**src/rtl/rgmii_tx_framer.sv**
```systemverilog
// RGMII transmit framer: wraps a byte stream with preamble, SFD, optional pad, FCS and IFG,
// then drives the pins through SAME_EDGE DDR output registers. Padding enabled by RGMII_TX_PAD_EN.
module rgmii_tx_framer #(
    parameter int IFG_BYTES      = 12,
    parameter int PREAMBLE_BYTES = 7,
    parameter int MIN_FRAME      = 60
) (
    input  logic       tx_clk,
    input  logic       rst_n,
    input  logic [7:0] s_data,
    input  logic       s_valid,
    input  logic       s_last,
    output logic       s_ready,
    output logic       tx_ctl,
    output logic [3:0] tx_data,
    output logic       busy,
    output logic       underrun
);

`ifdef RGMII_TX_PAD_EN
    localparam bit PAD_ON = 1'b1;
`else
    localparam bit PAD_ON = 1'b0;
`endif

    typedef enum logic [2:0] {IDLE, PRE, SFD, DATA, PAD, FCS, IFG} state_t;

    state_t      state, state_nxt;
    logic [15:0] timer, timer_nxt;
    logic [15:0] cnt, cnt_nxt, cnt_inc;
    logic [31:0] crc, crc_nxt;
    logic [7:0]  byte_nxt, txd;
    logic        en_nxt, er_nxt, underrun_nxt;
    logic        tx_en, tx_er;
    logic [4:0]  ddr_rise, ddr_fall;

    function automatic logic [31:0] crc_step(input logic [31:0] c, input logic [7:0] d);
        logic [31:0] r;
        r = c ^ {24'd0, d};
        for (int i = 0; i < 8; i++)
            r = r[0] ? ((r >> 1) ^ 32'hEDB88320) : (r >> 1);
        return r;
    endfunction

    assign cnt_inc = (cnt == 16'hFFFF) ? cnt : cnt + 16'd1;
    assign busy    = (state != IDLE);

    always_comb begin
        state_nxt    = state;
        timer_nxt    = timer;
        cnt_nxt      = cnt;
        crc_nxt      = crc;
        byte_nxt     = 8'h00;
        en_nxt       = 1'b0;
        er_nxt       = 1'b0;
        underrun_nxt = 1'b0;
        s_ready      = 1'b0;
        case (state)
            IDLE: begin
                if (s_valid) begin
                    state_nxt = PRE;
                    timer_nxt = 16'(PREAMBLE_BYTES - 1);
                    cnt_nxt   = 16'd0;
                    crc_nxt   = 32'hFFFF_FFFF;
                end
            end
            PRE: begin
                byte_nxt = 8'h55;
                en_nxt   = 1'b1;
                if (timer == 16'd0) state_nxt = SFD;
                else                timer_nxt = timer - 16'd1;
            end
            SFD: begin
                byte_nxt  = 8'hD5;
                en_nxt    = 1'b1;
                state_nxt = DATA;
            end
            DATA: begin
                en_nxt  = 1'b1;
                s_ready = s_valid;
                if (s_valid) begin
                    byte_nxt = s_data;
                    crc_nxt  = crc_step(crc, s_data);
                    cnt_nxt  = cnt_inc;
                    if (s_last) begin
                        timer_nxt = 16'd3;
                        if (PAD_ON && ((32'(cnt) + 32'd1) < MIN_FRAME)) state_nxt = PAD;
                        else                                           state_nxt = FCS;
                    end
                end else begin
                    // source starved mid-frame: poison the byte and abandon the frame
                    er_nxt       = 1'b1;
                    underrun_nxt = 1'b1;
                    state_nxt    = IFG;
                    timer_nxt    = 16'(IFG_BYTES - 1);
                end
            end
            PAD: begin
                en_nxt  = 1'b1;
                crc_nxt = crc_step(crc, 8'h00);
                cnt_nxt = cnt_inc;
                if ((32'(cnt) + 32'd1) >= MIN_FRAME) begin
                    state_nxt = FCS;
                    timer_nxt = 16'd3;
                end
            end
            FCS: begin
                en_nxt   = 1'b1;
                byte_nxt = ~crc[7:0];
                crc_nxt  = {8'hFF, crc[31:8]};
                if (timer == 16'd0) begin
                    state_nxt = IFG;
                    timer_nxt = 16'(IFG_BYTES - 1);
                end else begin
                    timer_nxt = timer - 16'd1;
                end
            end
            IFG: begin
                if (timer != 16'd0) begin
                    timer_nxt = timer - 16'd1;
                end else if (s_valid) begin
                    // back-to-back: skip the IDLE cycle so the gap stays exactly IFG_BYTES
                    state_nxt = PRE;
                    timer_nxt = 16'(PREAMBLE_BYTES - 1);
                    cnt_nxt   = 16'd0;
                    crc_nxt   = 32'hFFFF_FFFF;
                end else begin
                    state_nxt = IDLE;
                end
            end
            default: state_nxt = IDLE;
        endcase
    end

    always_ff @(posedge tx_clk or negedge rst_n) begin
        if (!rst_n) begin
            state    <= IDLE;
            timer    <= 16'd0;
            cnt      <= 16'd0;
            crc      <= 32'hFFFF_FFFF;
            txd      <= 8'h00;
            tx_en    <= 1'b0;
            tx_er    <= 1'b0;
            underrun <= 1'b0;
            ddr_rise <= 5'd0;
            ddr_fall <= 5'd0;
        end else begin
            state    <= state_nxt;
            timer    <= timer_nxt;
            cnt      <= cnt_nxt;
            crc      <= crc_nxt;
            txd      <= byte_nxt;
            tx_en    <= en_nxt;
            tx_er    <= er_nxt;
            underrun <= underrun_nxt;
            ddr_rise <= {tx_en, txd[3:0]};
            ddr_fall <= {tx_en ^ tx_er, txd[7:4]};
        end
    end

    // SAME_EDGE DDR: both halves captured on the rising edge, high phase shows the rising half
    assign {tx_ctl, tx_data} = tx_clk ? ddr_rise : ddr_fall;

endmodule
```
**config.mk**
```make
export PLATFORM = sky130hd
export DESIGN_NAME = rgmii_tx_framer
export DESIGN_NICKNAME = d
export VERILOG_FILES = /design/src/rtl/rgmii_tx_framer.sv
export SDC_FILE = /design/constraint.sdc
export NUM_CORES = 1
export LEC_CHECK = 0
export ABC_AREA = 1
export CELL_PAD_IN_SITES_DETAIL_PLACEMENT = 1
export CELL_PAD_IN_SITES_GLOBAL_PLACEMENT = 1
export CORE_ASPECT_RATIO = 0.9
export CORE_MARGIN = 2
export CORE_UTILIZATION = 35
export DETAILED_ROUTE_END_ITERATION = 7
export DONT_BUFFER_PORTS = 1
export PLACE_DENSITY_LB_ADDON = 0.12
export SYNTH_ARGS = -nofsm -noshare
export SYNTH_HDL_FRONTEND = slang
export SYNTH_SLANG_ARGS = --single-unit
```
**constraint.sdc**
```tcl
create_clock -name tx_clk -period 3.8 [get_ports tx_clk]
set_input_delay 0.38 -clock tx_clk [delete_from_list [all_inputs] [get_ports tx_clk]]
set_output_delay 0.38 -clock tx_clk [all_outputs]
set_load 0.01 [all_outputs]
```
-- Word level (Yosys, flattened, before mapping)
Cells that the tools add are included.
- latch bits: 0
- memories: 0
- ROM bits: 0
- output and inout bits: 8
- input bits: 12
- bits in writable memories: 0
- register bits: 87
- bitwise gates (word level): 19
- reductions and logical operators: 12
- eq/ne operators: 15
- div/mod/pow operators: 0
- shifts and indexed selects: 0
- add/subtract/negate cells: 3
- $lt $le $gt $ge: 1
- muxes and demuxes: 49
- multiply operators: 0
- operators by type and width (kind ; number):
    32-bit two-way mux ; 19
    13-bit inverter with 14-bit output ; 16
    16-bit two-way mux ; 11
    32-bit case mux with 5 select lines ; 1
    16-bit case mux with 6 select lines ; 1
    16-bit case mux with 4 select lines ; 1
    8-bit case mux with 4 select lines ; 1
    32-bit by 8-bit bitwise XOR with 32-bit output ; 1
    3-bit two-way mux ; 7
    3-bit case mux with 7 select lines ; 1
    16-bit by 1-bit adder with 17-bit output (second input constant) ; 1
    17-bit by 6-bit greater-or-equal comparator with 1-bit output (second input constant) ; 1
    16-bit by 1-bit adder with 16-bit output (second input constant) ; 1
    16-bit == test (second input constant) ; 1
    16-bit zero test ; 1
    16-bit nonzero test ; 1
    16-bit by 1-bit subtractor with 16-bit output (second input constant) ; 1
    2-bit inequality test (second input constant) ; 7
    3-bit == test (second input constant) ; 3
    8-bit two-way mux ; 1
    8-bit inverter ; 1
    3-bit by 2-bit == test with 1-bit output (second input constant) ; 2
    3-bit AND reduction ; 2
    6-bit AND reduction ; 1
    12 further kinds ; 16

-- Depth between registers and ports, before layout
- word-level depth: 19
- depth in mapped cells: 15
- depth with buffers taken out: 14

==> flow_summary.yaml <==
place:
  dp_hpwl_mm: 18.42
  place_congestion: 0.8269
  io_buffers: 0
  dp.cells: 1301
  placed_cell_area_sq_mm: 0.007298
  dp_slack_ns: 0.7363
critical_path:
  crit_arrival_ns: 3.53
  max_stage_delay_ns: 0.86
  critical_path_buf_inv_count: 1
  path_depth: 9
  rrSetupSlack_ns: 0.65
  crit_path_end: "crc[30]"
  worstSetupStartpointType: "flip-flop"
  ff2ff_path_depth: 9
  endpoint_kind: "flip-flop"
  critPathMaxFanout: 12
  r2r_end: "crc[30]"
  crit_type: "reg -> reg"
  r2r_start: "crc[1]"
  cp_slowest_cell: "xnor2_1"
  timing.critical_path.max_delay_family: "simple AND/OR/NAND/NOR gates"
  cp_cell_sequence: "inv_2 > nand2_1 > nand2_1 > xnor2_1 > nand2_1 > nand2_1 > nor2_1 > o21ai_0 > o21ai_0"
  worstPathRequired_ns: 4.18
  crit_start: "crc[1]"
  timing.critical_path.mode_cell: "nand2_1"
global_route:
  grt_pass1_wl_mm: 40.97
  grtUsageTotal: 0.2472
  antenna_found_initial: 0
  grt_overflow: 0
  grt_max_degree: 88
  first_global_vias: 6966
cts:
  clkTransAtPathRegs_ns: 0.07
  ctsHoldBuffers: 2
  cts_tree: "yes"
  cts_resized: 0
  post-cts-setup-buffers: 0
  insertion_delay_ns: 0.47
power:
  peakVddDrop_uv: 272.4
  power.density_mw_per_mm2: 1052
  p_leak_nw: 3.843
  power.total_mw: 8.132
floorplanning:
  dieArea_sq_mm: 0.02130
  core_area_sq_mm: 0.01986
  io_pins: 20
  die_w_um: 153.6
  initial_core_util: 0.3551
  die_h_um: 138.7
  fp-row-count: 49
sta:
  hold_viol_final: 0
  rsz0062_at_grt: "false"
  period_share: 0.8283
  hold_ws_ns: 0.04061
  fmax_mhz: 317.7
  period_needed_ns: 3.147
  drv_slew: 0
  skew_ns: 0.01438
  setup_ws_ns: 0.6526
  finalSetupViolCount: 0
  setup_tns_ns: 0
  tightest_slew_ns: 0.8412
  slew_headroom: 0.4352
detailed_routing:
  drt_pass1_iterations: 5
  via_count: 6969
  wl_mm: 25.67
  via_per_inst: 5.264
  ant_nets: 0
  first_iter_violations: 379
  drc: 0
  wire_per_inst_um: 19.39
cells_and_area:
  syn2layout_area_growth_pct: 9.633
  postLayoutCoreUtil: 0.3893
  drive_above_1_share: 0.1010
  design_area_sq_mm: 0.007732
  final_nets: 1078
  n_antenna_cell: 0
  final_cells: 1324
logic_synthesis:
  synth_cell_types: 50
  synth.largest_area_cell: "dfrtp_1"
  syn_avg_cell_area_sq_um: 6.604
  synth_area_sq_mm: 0.007053
  yosysSeqAreaShare: 0.3144
  ys_warn_count: 0
  ys_ff_latch: 87
  ys.flop_type: "dfrtp_1"
  synth-edff-count: 0
  synth_top_cells_by_count: "nand2_1, nand3_1, inv_1"
  syn_inst: 1068
  ys_async_sr_fraction: 1.000
  post-synth-top-count-cell: "nand2_1"
  synth_top_area_frac: 0.1951
  synth_area_leaders: "dfrtp_1, nand2_1, dfstp_2"
  syn_nets: 1083
outcome:
  status: "finished, final reports clean"
job:
  drv_cap: 0
worst_hold_path:
  hold_class: "in -> reg"
## metal layers
metal / wire, um / vias to the layer above / GRT usage
met5: 0 / - / 0
met4: 340 / 0 / 0.06084
met3: 1023 / 30 / 0.03500
met2: 10940 / 143 / 0.3649
met1: 13370 / 3400 / 0.3781
li1: - / 3396 / -
## layout by cell type (no fill, tap or decap), types with 5 or more instances in the layout
master and n:
dfstp_2 32, o211ai_1 6, nor2_2 7, dfrtp_1 55, xnor2_1 34, a21oi_1 24
clkbuf_16 13, a22oi_1 6, o221ai_1 5, nand4_1 9, mux2_2 5, a21boi_0 7
o21ai_0 62, xor2_1 57, buf_4 15, or2_2 10, nor2_1 89, inv_2 7
inv_1 100, nand3_1 108, nand2_1 363
## flip-flops by register name, summed over array words and instances, names as in the netlist
signal,cells
cnt,16
crc,32
ddr_fall,5
ddr_rise,5
state,3
timer,16
tx_en,1
tx_er,1
txd,8
## how the worst min path moves through the flow
stage | startpoint | to | slack [ns] | depth (start not counted)
final | s_valid | tx_er | 0.04 | 1
after global routing | s_valid | tx_er | 0.04 | 1
after CTS | s_valid | tx_er | 0.03 | 1
after detailed placement | rst_n | ddr_rise[1] | 0.09 | 0
after global placement | rst_n | ddr_fall[1] | 0.09 | 0
after floorplan | rst_n | cnt[0] | 0.08 | 0
## area by class of cell
cell class | count | area (sq um)
well taps | 255 | 319.1
repair buffers | 17 | 150.1
clock buffers | 16 | 356.6
clock inverters | 5 | 40.04
flip-flops and latches | 87 | 2217
multi-input cells | 836 | 4243
fillers | 2628 | 12130
inverters | 108 | 406.6
## where the power goes
part           total, mW  switching (mW)  internal [mW]
Clock               1.25           0.533          0.721
Sequential          1.82           0.473           1.34
Combinational       5.06            3.44           1.62
## cells by family after synthesis
group,count (synthesis),synth area share
xor+xnor,93,0.1176
mux,5,0.007982
simple gates,604,0.3615
flops,87,0.3144
buf+inv,145,0.08409
fa+ha+maj,3,0.005323
compound gates,131,0.1091
Power figures use the tool's default switching activity.
==> RTL edit, RTL diff (same settings) <==
Reset style: synchronous (`rst_n`), changed in one clocked block.
--- a/src/rtl/rgmii_tx_framer.sv
+++ b/src/rtl/rgmii_tx_framer.sv
@@ -133,5 +133,5 @@
     end
 
-    always_ff @(posedge tx_clk or negedge rst_n) begin
+    always_ff @(posedge tx_clk) begin
         if (!rst_n) begin
             state    <= IDLE;
Formal check against the unedited RTL: differs if rst_n is asserted again (counterexample within 4 cycles, from zero or initial values and one cycle with rst_n low); with rst_n held inactive, the same outputs for 10 cycles.
==> RTL edit against the original RTL <==
Total power rose by 1.0%. Design area fell by 5.8%. Via count down 1.2%. Critical path depth down 6. Die area fell by 4.3%. Sequential cell count is the same. First-iteration DRC count grew 11%. Synthesized area fell by 4.5%. Routed wire length shrank 8.3%. Synthesized cell count is 0.47% higher. Setup slack better by 0.29 ns. Largest cell class unchanged. Largest power group unchanged. Worst hold slack got worse by 0.027 ns. Critical endpoint is now tx_data[2].
==> RTL edit: results (changes against the original RTL) <==
Run status
  • Outcome: completed (unchanged)

Logic synthesis
  • Cells after synthesis: 1073 (was 1068)
  • Asr flop ratio synth: 0% (was 100%)
  • Sequential area share after synthesis: 25.8% (was 31.4%)
  • Synth area leaders: dfxtp_1 (26%), nand2_1 (17%), xor2_1 (8.6%), a21oi_1 (6.5%), nor2_1 (6.3%) (was dfrtp_1 (20%), nand2_1 (19%), dfstp_2 (12%), nand3_1 (7.7%), xor2_1 (7.1%))
  • Yosys cell types: 48 (was 50)

GRT
  • First-pass GRT wire length: 36900 microns (was 41000 microns)
  • Vias in the first global route: 6612 (was 6966)
  • Largest net degree at the start of global routing: 42 (was 88)
  • Gr usage total: 23.6% (was 24.7%)

Detailed routing
  • Routed WL: 23500 microns (was 25700 microns)
  • Met3 wire length: 1220 microns (was 1020 microns)
  • M1 WL: 11900 microns (was 13400 microns)
  • Vias: 6887 (was 6969)
  • Post-DR wirelength/cell: 17.9 microns (was 19.4 microns)
  • Drt initial violations: 420 (was 379)

Power
  • Switching pwr: 0.00453 W (was 0.00444 W)
  • Peak supply drop: 0.000319 V (was 0.000272 V)
  • Clock group share of total power: 14.1% (was 15.4%)
  • Pleak: 3.35 nW (was 3.84 nW)

Placement
  • Dpl hpwl: 16800 microns (was 18400 microns)
  • Cell Area, Placed: 6880 sq um (was 7300 sq um)
  • Post-Place Setup Slack: 1.04 ns (was 0.736 ns)
  • GPL Wtd Cong: 0.874 (was 0.827)

Setup path
  • CP Max Fanout: 3 (was 12)
  • Critical path arrival: 2.48 ns (was 3.53 ns)

STA
  • Rel. slew slack: 37.4% (was 43.5%)
  • Worst clock skew: 0.0132 ns (was 0.0144 ns)

Finish
  • Nets: 1073 (was 1078)
==> RTL edit: changes by cell type in the layout (fill, tap and decap cells not counted), moves of 13 or more <==
cell / before / now
a21oi_1: 24 / 88
dfrtp_1: 55 / 0
dfstp_2: 32 / 0
dfxtp_1: 0 / 87
nand2_1: 363 / 300
nand3_1: 108 / 83
nor2_1: 89 / 114
o21ai_0: 62 / 43
o21ai_1: 4 / 17
==> RTL edit: what timing repair did <==
item | in CTS | in global routing
resized for setup | 0 | 0
hold endpoints to repair | 1 | 0
hold buffers | 1 | 0
==> RTL edit: worst paths after layout <==
path	start	end	slack (ns)	depth (start not counted)
max	tx_clk	tx_data[2]	0.94	3
max reg2reg	state[1]	crc[27]	1.00	13
min	rst_n	crc[11]	0.01	1
min reg2reg	txd[0]	ddr_rise[0]	0.42	2
==> RTL edit: critical path: stages <==
cell	delay, ns
clkbuf_16	0.13
clkbuf_16	0.14
mux2_2	0.31
==> RTL edit: cell families after synthesis <==
family,after synthesis,share of synthesized area (%)
AOI/OAI and AO/OA,181,14.9
adders and majority gates,4,0.743
muxes,5,0.835
xor gates and xnor gates,101,14.0
buffers and inverters,146,9.38
DFF,87,25.8
and+or+nand+nor,549,34.2
==> RTL edit: stage by stage <==
stage | hold WS (ns) | utilization [%] | total power (W)
after floorplan | 0.390 | - | 0.00574
after global placement | 0.396 | 36.1 | 0.00700
after detailed placement | 0.400 | 36.1 | 0.00704
after CTS | 0.00547 | 38.2 | 0.00822
after global routing | 0.00673 | 38.2 | 0.00900
final | 0.0136 | 38.2 | 0.00822
==> RTL edit: power by group through the flow <==
stage	Sequential [W]	Clock (W)	Combinational (W)
2_1_floorplan	0.00152	0.0000359	0.00419
3_3_place_gp	0.00173	0.0000359	0.00524
3_5_place_dp	0.00173	0.0000358	0.00527
4_1_cts	0.00171	0.00119	0.00531
5_1_grt	0.00177	0.00123	0.00600
6_report	0.00172	0.00116	0.00534
==> RTL edit: area by class of cell <==
type	count	area, sq um
clock buffer	13	325
clock inverter	8	63.8
fill	2531	11800
inverter	105	394
multi-input combinational	840	4370
sequential	87	1740
tap	250	313
timing repair buffer	10	77.6
==> RTL edit: metal layers <==
layer | up-vias | GRT usage (%)
met2 | 169 | 35.4
li1 | 3428 | -
met1 | 3259 | 34.0
met3 | 31 | 4.38
met4 | 0 | 7.18
met5 | - | 0
